`config.mk`:
```
export PLATFORM = sky130hd
export DESIGN_NAME = addsub_acc_pipe
export DESIGN_NICKNAME = d
export VERILOG_FILES = /design/src/rtl/addsub_acc_pipe.sv
export SDC_FILE = /design/constraint.sdc
export NUM_CORES = 1
export LEC_CHECK = 0
export CORE_ASPECT_RATIO = 0.5
export CORE_MARGIN = 10
export CORE_UTILIZATION = 35
export DETAILED_ROUTE_END_ITERATION = 10
export MAX_ROUTING_LAYER = met4
export PLACE_DENSITY = 0.64
export SLEW_MARGIN = 20
export SYNTH_ARGS = -nofsm -noshare
export SYNTH_HDL_FRONTEND = slang
export SYNTH_SLANG_ARGS = --single-unit
export TNS_END_PERCENT = 50
```
`constraint.sdc`:
```
create_clock -name clk -period 4.6 [get_ports clk]
set_input_delay 0.69 -clock clk [delete_from_list [all_inputs] [get_ports clk]]
set_output_delay 0.69 -clock clk [all_outputs]
set_load 0.02 [all_outputs]
```
`src/rtl/addsub_acc_pipe.sv`:
```
// Two-stage pipelined add/sub with running accumulator, valid/ready flow control and carry/ovf flags.
// Optional build macro ADDSUB_SAT_EN: saturate results (and accumulator) on signed overflow.
module addsub_acc_pipe #(
  parameter int WIDTH = 8
) (
  input  logic             clk,
  input  logic             rst,
  input  logic             in_valid,
  output logic             in_ready,
  input  logic [1:0]       in_op,
  input  logic [WIDTH-1:0] in_a,
  input  logic [WIDTH-1:0] in_b,
  input  logic             acc_clr,
  output logic             out_valid,
  input  logic             out_ready,
  output logic [WIDTH-1:0] out_data,
  output logic             out_carry,
  output logic             out_ovf,
  output logic [WIDTH-1:0] acc_q
);

  localparam logic [WIDTH-1:0] MAX_POS = {1'b0, {(WIDTH-1){1'b1}}};
  localparam logic [WIDTH-1:0] MIN_NEG = {1'b1, {(WIDTH-1){1'b0}}};

  logic             adv_s;
  logic             s1_valid_q, s1_valid_d;
  logic [1:0]       s1_op_q, s1_op_d;
  logic [WIDTH-1:0] s1_a_q, s1_a_d, s1_b_q, s1_b_d;
  logic             out_valid_q, out_valid_d;
  logic [WIDTH-1:0] out_data_q, out_data_d;
  logic             out_carry_q, out_carry_d;
  logic             out_ovf_q, out_ovf_d;
  logic [WIDTH-1:0] acc_d;
  logic [WIDTH-1:0] x_s, y_s, y_inv_s, sum_s, res_s;
  logic             sub_s, carry_s, ovf_s;

  assign adv_s     = !out_valid_q | out_ready;
  assign in_ready  = adv_s;
  assign out_valid = out_valid_q;
  assign out_data  = out_data_q;
  assign out_carry = out_carry_q;
  assign out_ovf   = out_ovf_q;

  // S2 arithmetic: first operand is the accumulator for ops 10/11
  always_comb begin
    sub_s   = s1_op_q[0];
    x_s     = s1_op_q[1] ? acc_q : s1_a_q;
    y_s     = s1_op_q[1] ? s1_a_q : s1_b_q;
    y_inv_s = y_s ^ {WIDTH{sub_s}};
    {carry_s, sum_s} = {1'b0, x_s} + {1'b0, y_inv_s} + {{WIDTH{1'b0}}, sub_s};
    ovf_s   = (x_s[WIDTH-1] == y_inv_s[WIDTH-1]) & (sum_s[WIDTH-1] != x_s[WIDTH-1]);
`ifdef ADDSUB_SAT_EN
    if (ovf_s) begin
      res_s = x_s[WIDTH-1] ? MIN_NEG : MAX_POS;
    end else begin
      res_s = sum_s;
    end
`else
    res_s = sum_s;
`endif
  end

  // Next-state for both stages and the accumulator; everything holds while stalled
  always_comb begin
    s1_valid_d  = s1_valid_q;
    s1_op_d     = s1_op_q;
    s1_a_d      = s1_a_q;
    s1_b_d      = s1_b_q;
    out_valid_d = out_valid_q;
    out_data_d  = out_data_q;
    out_carry_d = out_carry_q;
    out_ovf_d   = out_ovf_q;
    acc_d       = acc_q;
    if (adv_s) begin
      s1_valid_d  = in_valid;
      out_valid_d = s1_valid_q;
      if (in_valid) begin
        s1_op_d = in_op;
        s1_a_d  = in_a;
        s1_b_d  = in_b;
      end else begin
        s1_op_d = s1_op_q;
      end
      if (s1_valid_q) begin
        out_data_d  = res_s;
        out_carry_d = carry_s;
        out_ovf_d   = ovf_s;
      end else begin
        out_data_d  = out_data_q;
      end
    end else begin
      s1_valid_d = s1_valid_q;
    end
    // Clear beats a completing ACC beat; that beat still outputs its old-acc result
    if (acc_clr) begin
      acc_d = {WIDTH{1'b0}};
    end else if (adv_s && s1_valid_q && s1_op_q[1]) begin
      acc_d = res_s;
    end else begin
      acc_d = acc_q;
    end
  end

  // State registers with synchronous reset
  always_ff @(posedge clk) begin
    if (rst) begin
      s1_valid_q  <= 1'b0;
      s1_op_q     <= 2'b00;
      s1_a_q      <= {WIDTH{1'b0}};
      s1_b_q      <= {WIDTH{1'b0}};
      out_valid_q <= 1'b0;
      out_data_q  <= {WIDTH{1'b0}};
      out_carry_q <= 1'b0;
      out_ovf_q   <= 1'b0;
      acc_q       <= {WIDTH{1'b0}};
    end else begin
      s1_valid_q  <= s1_valid_d;
      s1_op_q     <= s1_op_d;
      s1_a_q      <= s1_a_d;
      s1_b_q      <= s1_b_d;
      out_valid_q <= out_valid_d;
      out_data_q  <= out_data_d;
      out_carry_q <= out_carry_d;
      out_ovf_q   <= out_ovf_d;
      acc_q       <= acc_d;
    end
  end

endmodule

```
==> flow_summary.ini <==
[die]
initial_core_util_pct = 37.2
die_y_microns = 74.9
coreArea_sq_mm = 0.00566
num_rows = 19
die_w_microns = 130
die-area_sq_mm = 0.00971
ios = 43

[detailed_routing]
drc_errors = 0
first_iter_violations = 104
avgRoutedWirePerCell_microns = 15.1
antenna_left = 0
totalWireLength_mm = 5.42
vias_per_cell = 5.16
dr.pass1.iters = 4
vias = 1859

[synthesis]
synthDistinctLibCells = 45
synth_warnings = 0
dominantRegCellSynth = dfxtp_1
postSynthNetCount = 283
yosysTopAreaCell = dfxtp_1
synth_compound_area_share_pct = 18.1
muxShareOfSynthArea_pct = 8.61
syn_area_sq_mm = 0.00211
synth.most_common_cell = nand2_1
synth_top_family_by_area = simple AND/OR/NAND/NOR gates
synth_area_leaders = dfxtp_1 (36%), nand2_1 (9.3%), a21oi_1 (6.4%)
ys_seq_area_share_pct = 36.1
synthAdderAreaFrac_pct = 5.11
synth_edf_count = 0
synth_commonest_cells = nand2_1 (52), dfxtp_1 (38), a21oi_1 (27)
synthXorXnorAreaFrac_pct = 4.57
syn_avg_cell_area_sq_um = 8.36
synth.top_cell.area_share_pct = 36.1
synth_cells = 252
async_reset_ff_share_pct = 0
synth.ff_latch_count = 38
synth-simple-area-share_pct = 22.5

[power]
p_per_area_mw_per_mm2 = 342
peakVddDrop_uv = 157
power.leakage_uw = 0.00102

[global_routing]
grt.total_usage_pct = 11.7
gr-total-overflow = 0
grt_pass1_vias = 1704
antenna_found_initial = 0
grt_max_degree = 25
grt_first_pass_wirelength_mm = 8.83

[place]
port_buffers = 42
dp_hpwl_mm = 4.26
place_congestion = 0.837

[layout]
diodes = 0
drive_above_1_share_pct = 7.67
area_growth_pct = 28.4
nets = 318

[setup_path]
arrival_ns = 3.17
worstSetupPathType = reg2reg
end_kind = flop
crit_fanout = 20
startpoint_type = flop
worstPathRequired_ns = 4.79

[run]
max_cap_violations = 0

[sta]
min_period_ns = 2.98
finalHoldViolCount = 0
fmax_ghz = 0.335
post-route-period-util_pct = 64.9
finalSetupViolCount = 0
relSlewSlack_pct = 38.7
drv_slew = 0
worst_pin_slew_ns = 0.919
rsz0062_at_grt = false
holdWs_ns = 0.455
skew_ns = 0.00355
tns_ns = 0

[run_status]
status = finished clean

[clock_network]
cts.sinks = 38
cts_tree = done
cts_hold_buf = 0
h-tree-depth = 2
clk_pin_slew_ns = 0.05
cts_buffer_depth = 2
post_cts_buffers = 0
tritoncts.num_buffers = 5
root_buffer = clkbuf_16
clock_latency_ns = 0.28
cts-resized-gates = 0

[hold_path]
hp-class = reg2reg
## sequential cells by signal (all words and copies together), names as in the netlist
name        cells
acc_q           8
s1_valid_q      1
out_valid       1
out_carry       1
out_data        8
s1_a_q          8
s1_b_q          8
out_ovf         1
s1_op_q         2
## layout make-up
type	count	area, sq um
fillers	569	2950
multi-input cells	195	1240
flip-flops and latches	38	761
repair buffers	43	428
clock buffers	6	139
well taps	73	91.3
clock inverters	1	30.0
inverters	4	15.0
## metrics by stage
step                worst slack (ns)  cell area (sq um)  util [%]  std cells  total power, uW
CTS                             1.63               2710      47.8        360              931
finish                          1.62               2710      47.8        360              924
detailed placement              1.65               2540      44.8        353              538
global placement                1.76               2540      44.8        353              534
global route                    1.42               2710      47.8        360              967
floorplan                       1.88               2110         -        252              480
## logic make-up after synthesis
family                     count (synthesis)
AOI/OAI and AO/OA                         59
xor gates and xnor gates                  11
adders and majority gates                  8
buffers and inverters                     19
DFF                                       38
muxes                                     17
and+or+nand+nor                          100
## power by group
part | internal (uW) | leakage [uW] | switching (uW) | total [uW]
combinational | 78.2 | 0.000630 | 89.7 | 168
clock | 267 | 0.0000829 | 125 | 392
sequential | 346 | 0.000311 | 17.7 | 364
## final timing paths
kind,startpoint,to,slack [ns],cells past startpoint
max,s1_op_q[1]$_SDFFE_PP0P_,acc_q[6]$_SDFFE_PP0P_,1.62,7
min,out_data[4]$_SDFFE_PP0P_,out_data[4]$_SDFFE_PP0P_,0.45,2
max reg2reg,s1_op_q[1]$_SDFFE_PP0P_,acc_q[6]$_SDFFE_PP0P_,1.62,7
min reg2reg,out_data[4]$_SDFFE_PP0P_,out_data[4]$_SDFFE_PP0P_,0.45,2
## per-layer routing
layer	GRT usage [%]	wire [microns]	up-vias	part of all wire (%)
li1	-	-	963	-
met1	16.0	2830	838	52
met2	16.7	2260	53	42
met3	2.31	273	5	5.0
met4	4.08	59	0	1.1
met5	-	0	-	0
## critical path, stage by stage, from the launching register on
cell	delay (ns)
dfxtp_1	0.92
mux2_2	0.45
fa_1	0.48
a211oi_1	0.29
nor2_1	0.10
o31a_1	0.25
a21o_1	0.18
o31ai_1	0.22
## cell usage in the layout, fill, tap and decap left out, types with 3 or more instances in the layout
master and instances:
a211oi_1 7, a21o_1 3, a21oi_1 27, clkbuf_16 5
clkdlybuf4s50_1 42, dfxtp_1 38, ha_1 7, inv_1 4
mux2_2 6, mux2i_1 10, nand2_1 52, nand3_1 8
nand3b_1 4, nor2_1 13, o21ai_0 6, o31ai_1 3
or2_2 3, or4_1 4, xnor2_1 10
(Power assumes the default switching activity.)
